$ cat src/rtl/sram_port_arbiter.sv
// ============================================================================
// Module   : sram_port_arbiter
// Purpose  : Shares one asynchronous-SRAM port between fetch (I) and data (D)
//            requesters with multi-cycle access sequencing and bounded priority.
// Revision : 1.0
// ============================================================================
`default_nettype none

module sram_port_arbiter #(
    parameter int ADDR_W     = 20,
    parameter int DATA_W     = 32,
    parameter int RD_CYCLES  = 2,
    parameter int WR_CYCLES  = 3,
    parameter int MAX_CONSEC = 4
) (
    input  logic              clock,
    input  logic              reset,
    input  logic              i_req_valid,
    output logic              i_req_ready,
    input  logic [ADDR_W-1:0] i_req_addr,
    output logic              i_resp_valid,
    output logic [DATA_W-1:0] i_resp_rdata,
    input  logic              d_req_valid,
    output logic              d_req_ready,
    input  logic [ADDR_W-1:0] d_req_addr,
    input  logic              d_req_we,
    input  logic [DATA_W-1:0] d_req_wdata,
    input  logic [3:0]        d_req_wmask,
    output logic              d_resp_valid,
    output logic [DATA_W-1:0] d_resp_rdata,
    output logic [ADDR_W-1:0] io_sram_addr,
    output logic [DATA_W-1:0] io_sram_din,
    output logic              io_sram_en,
    output logic              io_sram_we,
    output logic [3:0]        io_sram_wmask,
    input  logic [DATA_W-1:0] io_sram_dout
);

    localparam int C_CNT_MAX = (RD_CYCLES > WR_CYCLES) ? RD_CYCLES : WR_CYCLES;
    localparam int C_CNT_W   = $clog2(C_CNT_MAX + 1);
    localparam int C_STV_W   = $clog2(MAX_CONSEC + 1);

    typedef enum logic [1:0] {
        IDLE   = 2'd0,
        ACCESS = 2'd1,
        TURN   = 2'd2
    } state_t;

    state_t              r_state;
    state_t              w_next;
    logic [C_CNT_W-1:0]  r_cnt;
    logic [C_STV_W-1:0]  r_starve;
    logic                r_port_d;
    logic                r_is_wr;
    logic [ADDR_W-1:0]   r_sram_addr;
    logic [DATA_W-1:0]   r_sram_din;
    logic                r_sram_en;
    logic                r_sram_we;
    logic [3:0]          r_sram_wmask;
    logic                r_i_resp_valid;
    logic [DATA_W-1:0]   r_i_resp_rdata;
    logic                r_d_resp_valid;
    logic [DATA_W-1:0]   r_d_resp_rdata;

    logic w_idle;
    logic w_starve_full;
    logic w_grant_d;
    logic w_grant_i;
    logic w_accept;
    logic w_last_rd;
    logic w_last_wr;
    logic w_hold_wr;

    // Fetch wins a contested cycle only once D has used up its consecutive budget.
    assign w_idle        = (r_state == IDLE);
    assign w_starve_full = (r_starve == C_STV_W'(MAX_CONSEC));
    assign w_grant_d     = d_req_valid && !(i_req_valid && w_starve_full);
    assign w_grant_i     = i_req_valid && !w_grant_d;
    assign w_accept      = w_idle && (w_grant_i || w_grant_d);

    assign i_req_ready = w_idle && !reset && w_grant_i;
    assign d_req_ready = w_idle && !reset && w_grant_d;

    assign w_last_rd = (r_state == ACCESS) && !r_is_wr && (r_cnt == C_CNT_W'(RD_CYCLES));
    assign w_last_wr = (r_state == ACCESS) &&  r_is_wr && (r_cnt == C_CNT_W'(WR_CYCLES));
    assign w_hold_wr = (r_state == ACCESS) &&  r_is_wr && (r_cnt == C_CNT_W'(WR_CYCLES - 1));

    always_ff @(posedge clock or posedge reset) begin
        if (reset) begin
            r_state <= IDLE;
        end else begin
            r_state <= w_next;
        end
    end

    always_comb begin
        w_next = r_state;
        case (r_state)
            IDLE:    if (w_accept) w_next = ACCESS;
            ACCESS: begin
                if (w_last_rd)      w_next = IDLE;
                else if (w_last_wr) w_next = TURN;
            end
            TURN:    w_next = IDLE;
            default: w_next = IDLE;
        endcase
    end

    always_ff @(posedge clock or posedge reset) begin
        if (reset) begin
            r_cnt          <= '0;
            r_starve       <= '0;
            r_port_d       <= 1'b0;
            r_is_wr        <= 1'b0;
            r_sram_addr    <= '0;
            r_sram_din     <= '0;
            r_sram_en      <= 1'b0;
            r_sram_we      <= 1'b0;
            r_sram_wmask   <= '0;
            r_i_resp_valid <= 1'b0;
            r_i_resp_rdata <= '0;
            r_d_resp_valid <= 1'b0;
            r_d_resp_rdata <= '0;
        end else begin
            r_i_resp_valid <= 1'b0;
            r_d_resp_valid <= 1'b0;
            if (w_accept) begin
                r_port_d  <= w_grant_d;
                r_is_wr   <= w_grant_d && d_req_we;
                r_cnt     <= C_CNT_W'(1);
                r_sram_en <= 1'b1;
                r_sram_we <= w_grant_d && d_req_we;
                if (w_grant_d) begin
                    r_sram_addr  <= d_req_addr;
                    r_sram_wmask <= d_req_wmask;
                    r_sram_din   <= d_req_wdata;
                    r_starve     <= i_req_valid ? (r_starve + C_STV_W'(1)) : '0;
                end else begin
                    r_sram_addr  <= i_req_addr;
                    r_sram_wmask <= 4'hF;
                    r_starve     <= '0;
                end
            end
            if (r_state == ACCESS) begin
                r_cnt <= r_cnt + C_CNT_W'(1);
            end
            // Final write cycle drops we but keeps address/data for hold time.
            if (w_hold_wr) begin
                r_sram_we <= 1'b0;
            end
            if (w_last_wr) begin
                r_sram_en      <= 1'b0;
                r_sram_we      <= 1'b0;
                r_d_resp_valid <= 1'b1;
                r_d_resp_rdata <= '0;
            end
            if (w_last_rd) begin
                r_sram_en <= 1'b0;
                if (r_port_d) begin
                    r_d_resp_valid <= 1'b1;
                    r_d_resp_rdata <= io_sram_dout;
                end else begin
                    r_i_resp_valid <= 1'b1;
                    r_i_resp_rdata <= io_sram_dout;
                end
            end
        end
    end

    assign io_sram_addr  = r_sram_addr;
    assign io_sram_din   = r_sram_din;
    assign io_sram_en    = r_sram_en;
    assign io_sram_we    = r_sram_we;
    assign io_sram_wmask = r_sram_wmask;
    assign i_resp_valid  = r_i_resp_valid;
    assign i_resp_rdata  = r_i_resp_rdata;
    assign d_resp_valid  = r_d_resp_valid;
    assign d_resp_rdata  = r_d_resp_rdata;

endmodule

`default_nettype wire
$ cat config.mk
export PLATFORM = sky130hd
export DESIGN_NAME = sram_port_arbiter
export DESIGN_NICKNAME = d
export VERILOG_FILES = /design/src/rtl/sram_port_arbiter.sv
export SDC_FILE = /design/constraint.sdc
export NUM_CORES = 1
export LEC_CHECK = 0
export ABC_AREA = 1
export CAP_MARGIN = 20
export CORE_MARGIN = 1.5
export CORE_UTILIZATION = 40
export DETAILED_ROUTE_END_ITERATION = 8
export PLACE_DENSITY = 0.76
export SYNTH_ARGS = -nofsm -noshare
export SYNTH_HDL_FRONTEND = slang
export SYNTH_SLANG_ARGS = --single-unit
$ cat constraint.sdc
create_clock -name clock -period 6.2 [get_ports clock]
set_input_delay 0.93 -clock clock [delete_from_list [all_inputs] [get_ports clock]]
set_output_delay 0.93 -clock clock [all_outputs]
set_load 0.05 [all_outputs]
== Word level (Yosys, flattened, before mapping) ==
Index checks and enable logic that the tools add are counted.
Cells by class
  $add $sub $neg: 2
  eq/ne operators: 6
  mux-type cells: 23
  bitwise gates (word level): 1
  reductions and logical operators: 25
Operator list (number)
  $mux 32: 3
  $mux 20: 1
  $logic_and 1x1->1: 13
  $mux 1: 11
  $mux 2: 4
  $mux 3: 2
  $reduce_and 2->1: 3
  $reduce_bool 3->1: 2
  $eq 2x2->1 const B: 2
  $logic_not 1->1: 4
  $mux 4: 1
  $pmux 2 s2: 1
  $add 3x1->3 const B: 1
  $eq 3x3->1 const B: 1
  $ne 3x3->1 const B: 1
  $add 2x1->2 const B: 1
  $eq 2x1->1 const B: 1
  $logic_not 2->1: 1
  $ne 2x1->1 const B: 1
  $reduce_bool 2->1: 1
  $logic_or 1x1->1: 1
  $not 1->1: 1
Storage, ports and cells
  register bits after elaboration: 133
  input port bits: 113
  output and inout port bits: 126
  word-level logic and storage cells: 71

== Longest topological paths before layout ==
Gate-level depths: netlist (run 1).
  word-level depth: 11
  gate-level depth with buffers: 9
  gate-level depth less buffers: 8

== Worst setup path after synthesis (run 1) ==
Ideal clock, no wire load.
  path type: input to output
  start: input reset
  end: output d_req_ready
  data arrival time: 4.717 ns
  required time: 5.270 ns
  slack: 0.553 ns
  cell stages on the path: 3
  buffers on the path: 0
  cell sequence: inv_1 -> nand2_1 -> nor2_1
On the way
  cells in the longest elaborated chain, start to end: 3
RTL lines
  from (decl): RTL line 17  | input logic reset,
  $logic_not 1->1 (no line)
  $logic_and 1x1->1 (2 in a row): RTL line 82  | assign d_req_ready = w_idle && !reset && w_grant_d;
  to (decl): RTL line 24  | output logic d_req_ready,
Every way passes these cells.

== Worst setup path in the final report (run 1) ==
  start: input i_req_valid
  end: output i_req_ready
On the way
  cells in the longest elaborated chain, start to end: 6
RTL lines
  from (decl): RTL line 18  | input logic i_req_valid,
  $logic_and 1x1->1: RTL line 77  | assign w_grant_d = d_req_valid && !(i_req_valid && w_starve_full);
  $logic_not 1->1: RTL line 77
  $logic_and 1x1->1: RTL line 77
  $logic_not 1->1: RTL line 78  | assign w_grant_i = i_req_valid && !w_grant_d;
  $logic_and 1x1->1 (*): RTL line 78
  $logic_and 1x1->1 (*): RTL line 81  | assign i_req_ready = w_idle && !reset && w_grant_i;
  to (decl): RTL line 19  | output logic i_req_ready,
Mark *: on every way between the ends. The rest lies on a longest branch, timed or not.

==> results of run 1 <==
[power groups by stage]
stage | logic, mW | registers, mW | clock network (mW)
6_report | 2.84 | 1.47 | 0.975
2_1_floorplan | 0.592 | 2.74 | 0
5_1_grt | 3.00 | 1.52 | 1.04
4_1_cts | 2.86 | 1.48 | 0.994
3_5_place_dp | 2.86 | 1.48 | 0
3_3_place_gp | 2.82 | 1.47 | 0
[cell usage after synthesis, types with 4 or more instances]
cell,n
nand3b_1,20
nand2_1,342
inv_2,5
dfrtp_1,133
nor2_1,6
inv_1,32
nand3_1,57
buf_2,9
buf_4,6
ha_1,4
clkbuf_1,14
o21ai_0,9
[flip-flops by register name, indices dropped and copies added, names as in the netlist]
name and flops:
d_resp_rdata 32, i_resp_rdata 32, io_sram_din 32, io_sram_addr 20, io_sram_wmask 4, r_starve 3
r_cnt 2, r_state 2, d_resp_valid 1, i_resp_valid 1, io_sram_en 1, io_sram_we 1
r_is_wr 1, r_port_d 1
[per-stage QoR]
step	hold WS [ns]	cell area (µm²)
floorplan	0.475	5580
global placement	0.453	8040
detailed placement	0.457	8040
CTS	0.471	8610
global route	0.486	8610
finish	0.465	8610
[cell families (layout without fill, tap and decap cells)]
kind of cell               after synthesis  after routing  share of synthesized area
and+or+nand+nor                        436            436                      0.330
DFF                                    133            133                      0.597
buffers and inverters                   69            309                     0.0565
AOI/OAI and AO/OA                        9              9                    0.00807
adders and majority gates                4              4                    0.00897
[critical path: stages]
cell,delay [ns]
clkdlybuf4s50_1,0.60
nand3_1,0.11
buf_4,0.22
nand2_2,0.44
nand2_1,0.09
nor2_1,0.11
clkdlybuf4s50_1,0.80
[layout make-up]
cell class | instances | share of cell area
Timing Repair Buffer | 242 | 0.280
Multi-Input combinational cell | 449 | 0.225
Sequential cell | 133 | 0.386
Clock inverter | 10 | 0.0123
Tap cell | 176 | 0.0256
Clock buffer | 20 | 0.0542
Inverter | 37 | 0.0167
[per-layer routing]
layer  GRT usage  up-vias
met5           0        -
met4      0.0926        0
met3      0.0489       26
met2       0.353      152
met1       0.282     2339
li1            -     2470
[worst min path at each step]
stage          depth (start not counted)                         from  slack (ns)                     endpoint
2_1_floorplan                          2      r_starve[1]$_DFFE_PP0P_        0.47      r_starve[1]$_DFFE_PP0P_
3_3_place_gp                           2   io_sram_din[4]$_DFFE_PP0P_        0.45   io_sram_din[4]$_DFFE_PP0P_
3_5_place_dp                           2  io_sram_din[15]$_DFFE_PP0P_        0.46  io_sram_din[15]$_DFFE_PP0P_
4_1_cts                                2  io_sram_din[15]$_DFFE_PP0P_        0.47  io_sram_din[15]$_DFFE_PP0P_
5_1_grt                                2  io_sram_din[15]$_DFFE_PP0P_        0.49  io_sram_din[15]$_DFFE_PP0P_
6_report                               2  io_sram_din[15]$_DFFE_PP0P_        0.47  io_sram_din[15]$_DFFE_PP0P_
==> impl_results.md, run 1 <==
- Status: finished, final reports clean
- Power per Cell Area: 614 nW/µm²
- Die area: 14,700 µm²
- Reg-to-reg endpoint: io_sram_din[23]$_DFFE_PP0P_
- Max Used Layer: met4
- WL per Instance: 14.8 µm
- Resized cells post-CTS: 0
- Clock sink count: 133
- Cells after Synth: 651
- Storage cell area: 3330 µm²
- Worst setup path startpoint: i_req_valid
- FMAX: 0.235 GHz
- Placed wire-length estimate: 10.6 mm
- Vias in the first global route: 4,804
- Pwr Total: 5.29 mW
- Finished Core Util: 0.640
- I/O Buffers: 238
- Yosys top cell area share: 0.597
- Total global routing overflow: 0
- Number of synthesized register bits: 133
- Most frequent cells in the layout: 342 x nand2_1, 238 x clkdlybuf4s50_1, 133 x dfrtp_1
- MaxCap Viol Count: 0
- RSZ-0062 raised after global routing: no
- ANT nets after route: 0
- Crit path max fanout: 27
- Worst VDD drop: 0.316 mV
- Synthesis Warnings: 0
- Metal-1 WL: 6.71 mm
- TritonCTS Buffers: 17
- Synth area leaders: dfrtp_1 60%, nand2_1 23%, nand3_1 5.1%
- H-Tree Depth: 4
- Reg2reg start: r_starve[0]$_DFFE_PP0P_
- Worst skew pair latency: 0.41 ns
- Synth unique cells: 19
- Minimum clock period: 4.25 ns
- ANT cells: 0
- Avg Cell Area, Syn: 8.57 µm²
- Hold buffer count at cts: 0
- Placement Setup Slack: 1.98 ns
- Clock skew: 0.00920 ns
- Global-route wire length before repair: 24.8 mm
- Met3 WL: 865 µm
- Initial antenna violation count: 0
- Core area: 13,500 µm²
- Total negative slack: 0 ns
- Root buffer cell: clkbuf_16
- I/O pins: 239
- CP Capture Type: output pin
- Fraction of registers with async set/reset: 1.00
- Crit start category: primary input
- CTS Buffer Depth: 2
- NetSw: 2.52 mW
- Footprint of the multi-input gates: 1940 µm²
- Worst setup endpoint: i_req_ready
- Placed cells: 1,037
- Final setup viols: 0
- Drt drc: 0
- Worst Setup Slack, final: 1.95 ns
- CP required: 5.27 ns
- Part of the power in the clock network: 0.184
- Final WL: 15.8 mm
- EDFF count, synth: 0
- Layout Cells excl Fill: 1,067
- Gr usage total: 0.218
- Rel. slew slack: 0.296
- Die W: 121 µm
- 1st-iter DRT viols: 271
- Crit Path Class: primary input to output pin
- Core Rows: 42
- Die Ht: 121 µm
- Sequential share of the synthesized area: 0.597
- Max Slew Vio Count: 0
- Layout area overhead: 54.4%
- # Post-CTS Setup Buffers: 0
- Nets@finish: 997
- Sw Ratio: 0.477
- Initial Util: 0.415
- Hold Fails Final Rpt: 0
- TritonCTS clock tree: done
- Path depth of the worst reg2reg path: 9
- Worst slew pin tran: 1.05 ns
- Int Power: 2.76 mW
- Logic gate share of total power: 0.537
- Yosys top cell by area: dfrtp_1
- Commonest non-fill, non-tap cell in the layout: nand2_1
- Leak: 4.30 nW
- Via count: 4,987
- Pin count of the biggest net entering global routing: 84
- Syn_nets: 768
- Cell Area, Synth: 5580 µm²
- Register share of total power: 0.279
- Reg2reg setup slack: 3.26 ns
- Via/cell ratio: 4.67
- HP Class: register to register
- Wire length on met2: 7.79 mm
- Placer Congestion: 0.825
- Final worst-path cycle share: 0.685
- CP Data Arrival Time: 3.32 ns
- Clock-pin slew on the worst setup and hold paths: 0.05 ns
- Pre-antenna DRT Iters: 4
- Synth Flop Type: dfrtp_1
- FILL cells: 1,145
- Share of cells above drive strength 1: 0.0550
Note: power is estimated with default switching activity, not from simulation.
==> run 2: changes to the inputs <==
==> constraint.sdc (replaced) <==
create_clock -name clock -period 4.1 [get_ports clock]
set_input_delay 0.615 -clock clock [delete_from_list [all_inputs] [get_ports clock]]
set_output_delay 0.615 -clock clock [all_outputs]
set_load 0.05 [all_outputs]
==> run 2 against run 1 <==
  * Setup slack got worse by 0.84 ns
  * Highest routed layer unchanged
  * Core utilization fell by 0.13 points
  * Flip-flop and latch count did not move
  * Routed wire length fell by 1.5%
  * First-iteration DRC count rose by 39%
  * Clock skew fell by 0.0034 ns
  * Total power rose by 49%
  * Largest power group unchanged
  * Design area fell by 0.20%
  * Critical endpoint unchanged
  * Global-route usage fell by 0.16 points
  * Sequential share of layout area rose by 0.079 points
==> impl_results.md, run 2 (same netlist as run 1, synthesis figures left out) <==
- CTS Buffer Depth: 2 (unchanged)
- Initial Util: 0.415 (unchanged)
- Via/cell ratio: 4.68 (was 4.67)
- Worst VDD drop: 0.646 mV (was 0.316 mV)
- Crit Path Class: primary input to output pin (unchanged)
- Core Rows: 42 (unchanged)
- CP Capture Type: output pin (unchanged)
- Root buffer cell: clkbuf_16 (unchanged)
- CP Data Arrival Time: 2.37 ns (was 3.32 ns)
- Hold_sp: io_sram_din[28]$_DFFE_PP0P_ (was io_sram_din[15]$_DFFE_PP0P_)
- Via count: 5,004 (was 4,987)
- CP required: 3.48 ns (was 5.27 ns)
- Total global routing overflow: 0 (unchanged)
- Pwr Total: 7.90 mW (was 5.29 mW)
- Nets@finish: 1,000 (was 997)
- Reg-to-reg endpoint: io_sram_din[17]$_DFFE_PP0P_ (was io_sram_din[23]$_DFFE_PP0P_)
- Minimum clock period: 2.98 ns
- Worst skew pair latency: 0.41 ns (about the same)
- Total negative slack: 0 ns (unchanged)
- Die Ht: 121 µm (unchanged)
- Drt drc: 0 (unchanged)
- Path depth of the worst reg2reg path: 9 (unchanged)
- Die area: 14,700 µm² (unchanged)
- TritonCTS Buffers: 17 (unchanged)
- ANT nets after route: 0 (unchanged)
- 1st-iter DRT viols: 376 (was 271)
- Placer Congestion: 0.780 (was 0.825)
- Hold buffer count at cts: 0 (unchanged)
- Worst slew pin tran: 0.918 ns (was 1.05 ns)
- MaxCap Viol Count: 0 (unchanged)
- WL per Instance: 14.5 µm (was 14.8 µm)
- Crit start category: primary input (unchanged)
- Gr busiest metal: met2 (unchanged)
- Hold path depth: 2 (unchanged)
- Commonest non-fill, non-tap cell in the layout: nand2_1 (unchanged)
- Die W: 121 µm (unchanged)
- Final WL: 15.5 mm (was 15.8 mm)
- Hold path endpoint: io_sram_din[28]$_DFFE_PP0P_ (was io_sram_din[15]$_DFFE_PP0P_)
- Placed wire-length estimate: 10.7 mm (was 10.6 mm)
- Pin count of the biggest net entering global routing: 75 (was 84)
- Crit path max fanout: 27 (unchanged)
- FMAX: 0.335 GHz
- ANT cells: 0 (unchanged)
- RSZ-0062 raised after global routing: no (unchanged)
- Resized cells post-CTS: 0 (unchanged)
- Share of cells above drive strength 1: 0.0604 (was 0.0550)
- I/O Buffers: 238 (unchanged)
- Hold Fails Final Rpt: 0 (unchanged)
- Clock skew: 0.00581 ns (was 0.00920 ns)
- Layout area overhead: 54.1% (was 54.4%)
- Global-route wire length before repair: 24.7 mm (was 24.8 mm)
- Most frequent cells in the layout: 342 x nand2_1, 236 x clkdlybuf4s50_1, 133 x dfrtp_1 (was 342 x nand2_1, 238 x clkdlybuf4s50_1, 133 x dfrtp_1)
- GR Layer Usage met3: 0.0597 (was 0.0489)
- Clock sink count: 133 (unchanged)
- Met2 GRT Util: 0.352 (was 0.353)
- Initial antenna violation count: 0 (unchanged)
- Clock-pin slew on the worst setup and hold paths: 0.05 ns (about the same)
- Leak: 4.30 nW (about the same)
- Final instance area: 8600 µm² (was 8610 µm²)
- Final setup viols: 0 (unchanged)
- Core area: 13,500 µm² (unchanged)
- Power per Cell Area: 919 nW/µm² (was 614 nW/µm²)
- Reg2reg setup slack: 1.88 ns (was 3.26 ns)
- Reg2reg start: r_starve[0]$_DFFE_PP0P_ (unchanged)
- HP Class: register to register (unchanged)
- Vias in the first global route: 4,986 (was 4,804)
- Status: finished, final reports clean (unchanged)
- Area post-placement: 8060 µm² (was 8040 µm²)
- Max Slew Vio Count: 0 (unchanged)
- Pre-antenna DRT Iters: 4 (unchanged)
- # Post-CTS Setup Buffers: 0 (unchanged)
- Met1 Track Usage GR: 0.269 (was 0.282)
- I/O pins: 239 (unchanged)
- H-Tree Depth: 4 (unchanged)
- Gr usage total: 0.216 (was 0.218)
- TritonCTS clock tree: done (unchanged)
- Rel. slew slack: 0.386 (was 0.296)
- Final worst-path cycle share: 0.728
-- run 2: changes by cell type in the layout (fill, tap and decap cells not counted), sizes merged --
cell / previous run / this run
clkinv: 7 / 9
clkinvlp: 1 / 2
bufinv: 2 / 1
inv: 37 / 36
buf: 4 / 9
clkbuf: 20 / 19
clkdlybuf4s50: 238 / 236
-- run 2: stage by stage --
stage,std cells,utilization,hold slack [ns],worst slack [ns]
2_1_floorplan,651,-,0.475,0.410
3_3_place_gp,1040,0.599,0.453,1.12
3_5_place_dp,1040,0.599,0.457,1.12
4_1_cts,1070,0.639,0.471,1.10
5_1_grt,1070,0.639,0.484,0.942
6_report,1070,0.639,0.466,1.12
-- run 2: final cells by class --
type | instances | area (µm²)
Clock buffer | 19 | 453
Tap cell | 176 | 220
Timing Repair Buffer | 245 | 2430
Multi-Input combinational cell | 449 | 1940
Sequential cell | 133 | 3330
Clock inverter | 11 | 86.3
Inverter | 37 | 143
Fill cell | 1181 | 4860
-- run 2: where the power goes --
group	internal [mW]	switching [mW]
clock network	0.849	0.536
logic	1.35	2.94
registers	1.90	0.327
-- run 2: worst max path at each step --
stage | startpoint | end | slack (ns) | depth (start not counted)
final | i_req_valid | i_req_ready | 1.12 | 7
after global routing | i_req_valid | i_req_ready | 0.94 | 7
after CTS | i_req_valid | i_req_ready | 1.10 | 7
after detailed placement | i_req_valid | i_req_ready | 1.12 | 7
after global placement | i_req_valid | i_req_ready | 1.12 | 7
after floorplan | reset | d_req_ready | 0.41 | 3
-- run 2: worst max-delay path, stage by stage --
cell and delay (ns):
clkdlybuf4s50_1 0.58, nand3_1 0.10, buf_4 0.22, nand2_2 0.42
nand2_1 0.10, nor2_1 0.12, buf_4 0.21
-- run 2: metal layers --
metal	wire length, µm	share of wire
met5	0	0
met4	556	0.036
met2	7360	0.47
met3	1040	0.067
met1	6580	0.42
==> run 3: changes to the inputs <==
==> constraint.sdc (replaced) <==
create_clock -name clock -period 2.8 [get_ports clock]
set_input_delay 0.42 -clock clock [delete_from_list [all_inputs] [get_ports clock]]
set_output_delay 0.42 -clock clock [all_outputs]
set_load 0.05 [all_outputs]
==> run 3 against run 2 <==
  * Core utilization grew 0.76 points
  * Setup slack lost 0.57 ns
  * Sequential share of layout area shrank 0.46 points
  * Combinational power grew 47%
  * Critical path type unchanged
  * Critical endpoint unchanged
==> impl_results.md, run 3 (same netlist as run 1, synthesis figures left out) <==
- Status: finished, final reports clean (unchanged)
- RSZ-0062 raised after global routing: no (unchanged)
- Gr usage total: 0.223 (was 0.216)
- I/O pins: 239 (unchanged)
- ANT nets after route: 0 (unchanged)
- Via count: 5,030 (was 5,004)
- Max Used Layer: met4 (unchanged)
- 1st-iter DRT viols: 500 (was 376)
- CP required: 2.38 ns (was 3.48 ns)
- Die Ht: 121 µm (unchanged)
- Hold Fails Final Rpt: 0 (unchanged)
- Worst VDD drop: 0.655 mV (was 0.646 mV)
- # Post-CTS Setup Buffers: 0 (unchanged)
- Vias in the first global route: 4,926 (was 4,986)
- Core area: 13,500 µm² (unchanged)
- Final worst-path cycle share: 0.803
- Final setup viols: 0 (unchanged)
- Reg2reg start: r_starve[0]$_DFFE_PP0P_ (unchanged)
- Rel. slew slack: 0.534 (was 0.386)
- Worst setup path startpoint: i_req_valid (unchanged)
- Resized cells post-CTS: 0 (unchanged)
- Placed wire-length estimate: 10.6 mm (was 10.7 mm)
- Clock sink count: 133 (unchanged)
- Layout area overhead: 55.9% (was 54.1%)
- Int Power: 6.17 mW (was 4.10 mW)
- ANT cells: 0 (unchanged)
- Wire length on met2: 7.55 mm (was 7.36 mm)
- TritonCTS Buffers: 17 (unchanged)
- Pin count of the biggest net entering global routing: 134 (was 75)
- Part of the power in the clock network: 0.187 (was 0.175)
- Final WL: 15.9 mm (was 15.5 mm)
- Metal-1 WL: 6.78 mm (was 6.58 mm)
- Drt drc: 0 (unchanged)
- Root buffer cell: clkbuf_16 (unchanged)
- H-Tree Depth: 4 (unchanged)
- FMAX: 0.445 GHz
- Finished Core Util: 0.647 (was 0.639)
- WL per Instance: 14.8 µm (was 14.5 µm)
- Hold path depth: 2 (unchanged)
- TritonCTS clock tree: done (unchanged)
- MaxCap Viol Count: 0 (unchanged)
- Placer Congestion: 0.841 (was 0.780)
- Hold path endpoint: io_sram_din[6]$_DFFE_PP0P_ (was io_sram_din[28]$_DFFE_PP0P_)
- Commonest non-fill, non-tap cell in the layout: nand2_1 (unchanged)
- Crit path max-delay family: buffers and inverters (unchanged)
- Die W: 121 µm (unchanged)
- Reg-to-reg endpoint: io_sram_din[20]$_DFFE_PP0P_ (was io_sram_din[17]$_DFFE_PP0P_)
- Via/cell ratio: 4.68 (about the same)
- Pre-antenna DRT Iters: 6 (was 4)
- HP Class: register to register (unchanged)
- Met3 WL: 1.10 mm (was 1.04 mm)
- Power per Cell Area: 1350 nW/µm² (was 919 nW/µm²)
- Crit Path Class: primary input to output pin (unchanged)
- Minimum clock period: 2.25 ns
- Leak: 4.32 nW (was 4.30 nW)
- Global-route wire length before repair: 25.3 mm (was 24.7 mm)
- Crit path max fanout: 10 (was 27)
- Slowest CP cell: clkdlybuf4s50_1 (unchanged)
- Worst slew pin tran: 0.698 ns (was 0.918 ns)
- Most frequent cells in the layout: 342 x nand2_1, 236 x clkdlybuf4s50_1, 133 x dfrtp_1 (unchanged)
- Crit path buf inv count: 2 (was 3)
- CP Data Arrival Time: 1.83 ns (was 2.37 ns)
- Nets@finish: 1,003 (was 1,000)
- CP Capture Type: output pin (unchanged)
- Hold buffer count at cts: 0 (unchanged)
- Die area: 14,700 µm² (unchanged)
- Worst skew pair latency: 0.41 ns (about the same)
- Reg2reg setup slack: 0.92 ns (was 1.88 ns)
- Cells along the critical path: clkdlybuf4s50_1 > nand3_1 > nand2_2 > nand2_1 > nor2_1 > buf_12 (was clkdlybuf4s50_1 > nand3_1 > buf_4 > nand2_2 > nand2_1 > nor2_1 > buf_4)
- Pwr Total: 11.8 mW (was 7.90 mW)
- Sw Ratio: 0.476 (was 0.481)
- Register share of total power: 0.276 (was 0.282)
- Crit start category: primary input (unchanged)
- Initial antenna violation count: 0 (unchanged)
- Slowest stage delay, CP: 0.58 ns (about the same)
- Path depth of the worst reg2reg path: 8 (was 9)
- Share of cells above drive strength 1: 0.0601 (was 0.0604)
- Core Rows: 42 (unchanged)
- Clock-pin slew on the worst setup and hold paths: 0.06 ns (was 0.05 ns)
- Total global routing overflow: 0 (unchanged)
- Hold_sp: io_sram_din[6]$_DFFE_PP0P_ (was io_sram_din[28]$_DFFE_PP0P_)
- NetSw: 5.60 mW (was 3.80 mW)
- I/O Buffers: 238 (unchanged)
- CTS Buffer Depth: 2 (unchanged)
- Max Slew Vio Count: 0 (unchanged)
- Clock skew: 0.00996 ns (was 0.00581 ns)
- Logic gate share of total power: 0.537 (was 0.542)
- Initial Util: 0.415 (unchanged)
[run 3: changes by cell type in the layout (fill, tap and decap cells not counted)]
cell,delta
clkinv_2,-7
clkbuf_1,+5
buf_12,+3
clkinvlp_4,+2
bufinv_16,+1
clkbuf_8,+1
[run 3: routing by layer]
layer	GRT usage	vias to the layer above
met5	0	-
met4	0.0985	0
met3	0.0555	35
met2	0.360	174
met1	0.283	2341
li1	-	2480
[run 3: worst max-delay path by stage]
stage	to	slack (ns)	depth (start not counted)
5_1_grt	i_req_ready	0.42	7
3_5_place_dp	r_port_d$_DFFE_PP0P_	0.50	6
6_report	i_req_ready	0.55	6
4_1_cts	i_req_ready	0.54	7
3_3_place_gp	i_req_ready	0.56	6
2_1_floorplan	d_req_ready	-0.45	3
[run 3: final cells by class]
type	count	area, µm²
multi-input cells	449	1940
clock inverters	7	96.3
repair buffers	248	2490
fillers	1145	4750
well taps	176	220
flip-flops and latches	133	3330
inverters	37	143
clock buffers	25	485
[run 3: power groups by stage]
stage	sequential (mW)	clock, mW	combinational, mW
floorplan	6.07	0	1.31
global placement	3.26	0	6.28
detailed placement	3.25	0	6.36
CTS	3.25	2.24	6.37
global route	3.35	2.32	6.68
finish	3.25	2.20	6.32
[run 3: stage by stage]
step | area (µm²) | setup slack (ns) | cells | hold WS, ns | setup TNS, ns
final | 8700 | 0.551 | 1075 | 0.468 | 0
after global routing | 8700 | 0.416 | 1075 | 0.476 | 0
after CTS | 8700 | 0.543 | 1075 | 0.473 | 0
after detailed placement | 8120 | 0.502 | 1043 | 0.459 | 0
after global placement | 8120 | 0.561 | 1043 | 0.455 | 0
after floorplan | 5580 | -0.450 | 651 | 0.475 | -0.901
[run 3: worst register-to-register path, cell delays in order, from the launching register on]
cell	delay, ns
dfrtp_1	0.37
inv_1	0.07
ha_1	0.20
nand3_1	0.11
nand2_2	0.18
nor2_4	0.33
inv_2	0.31
nand2_1	0.14
nand2_1	0.06
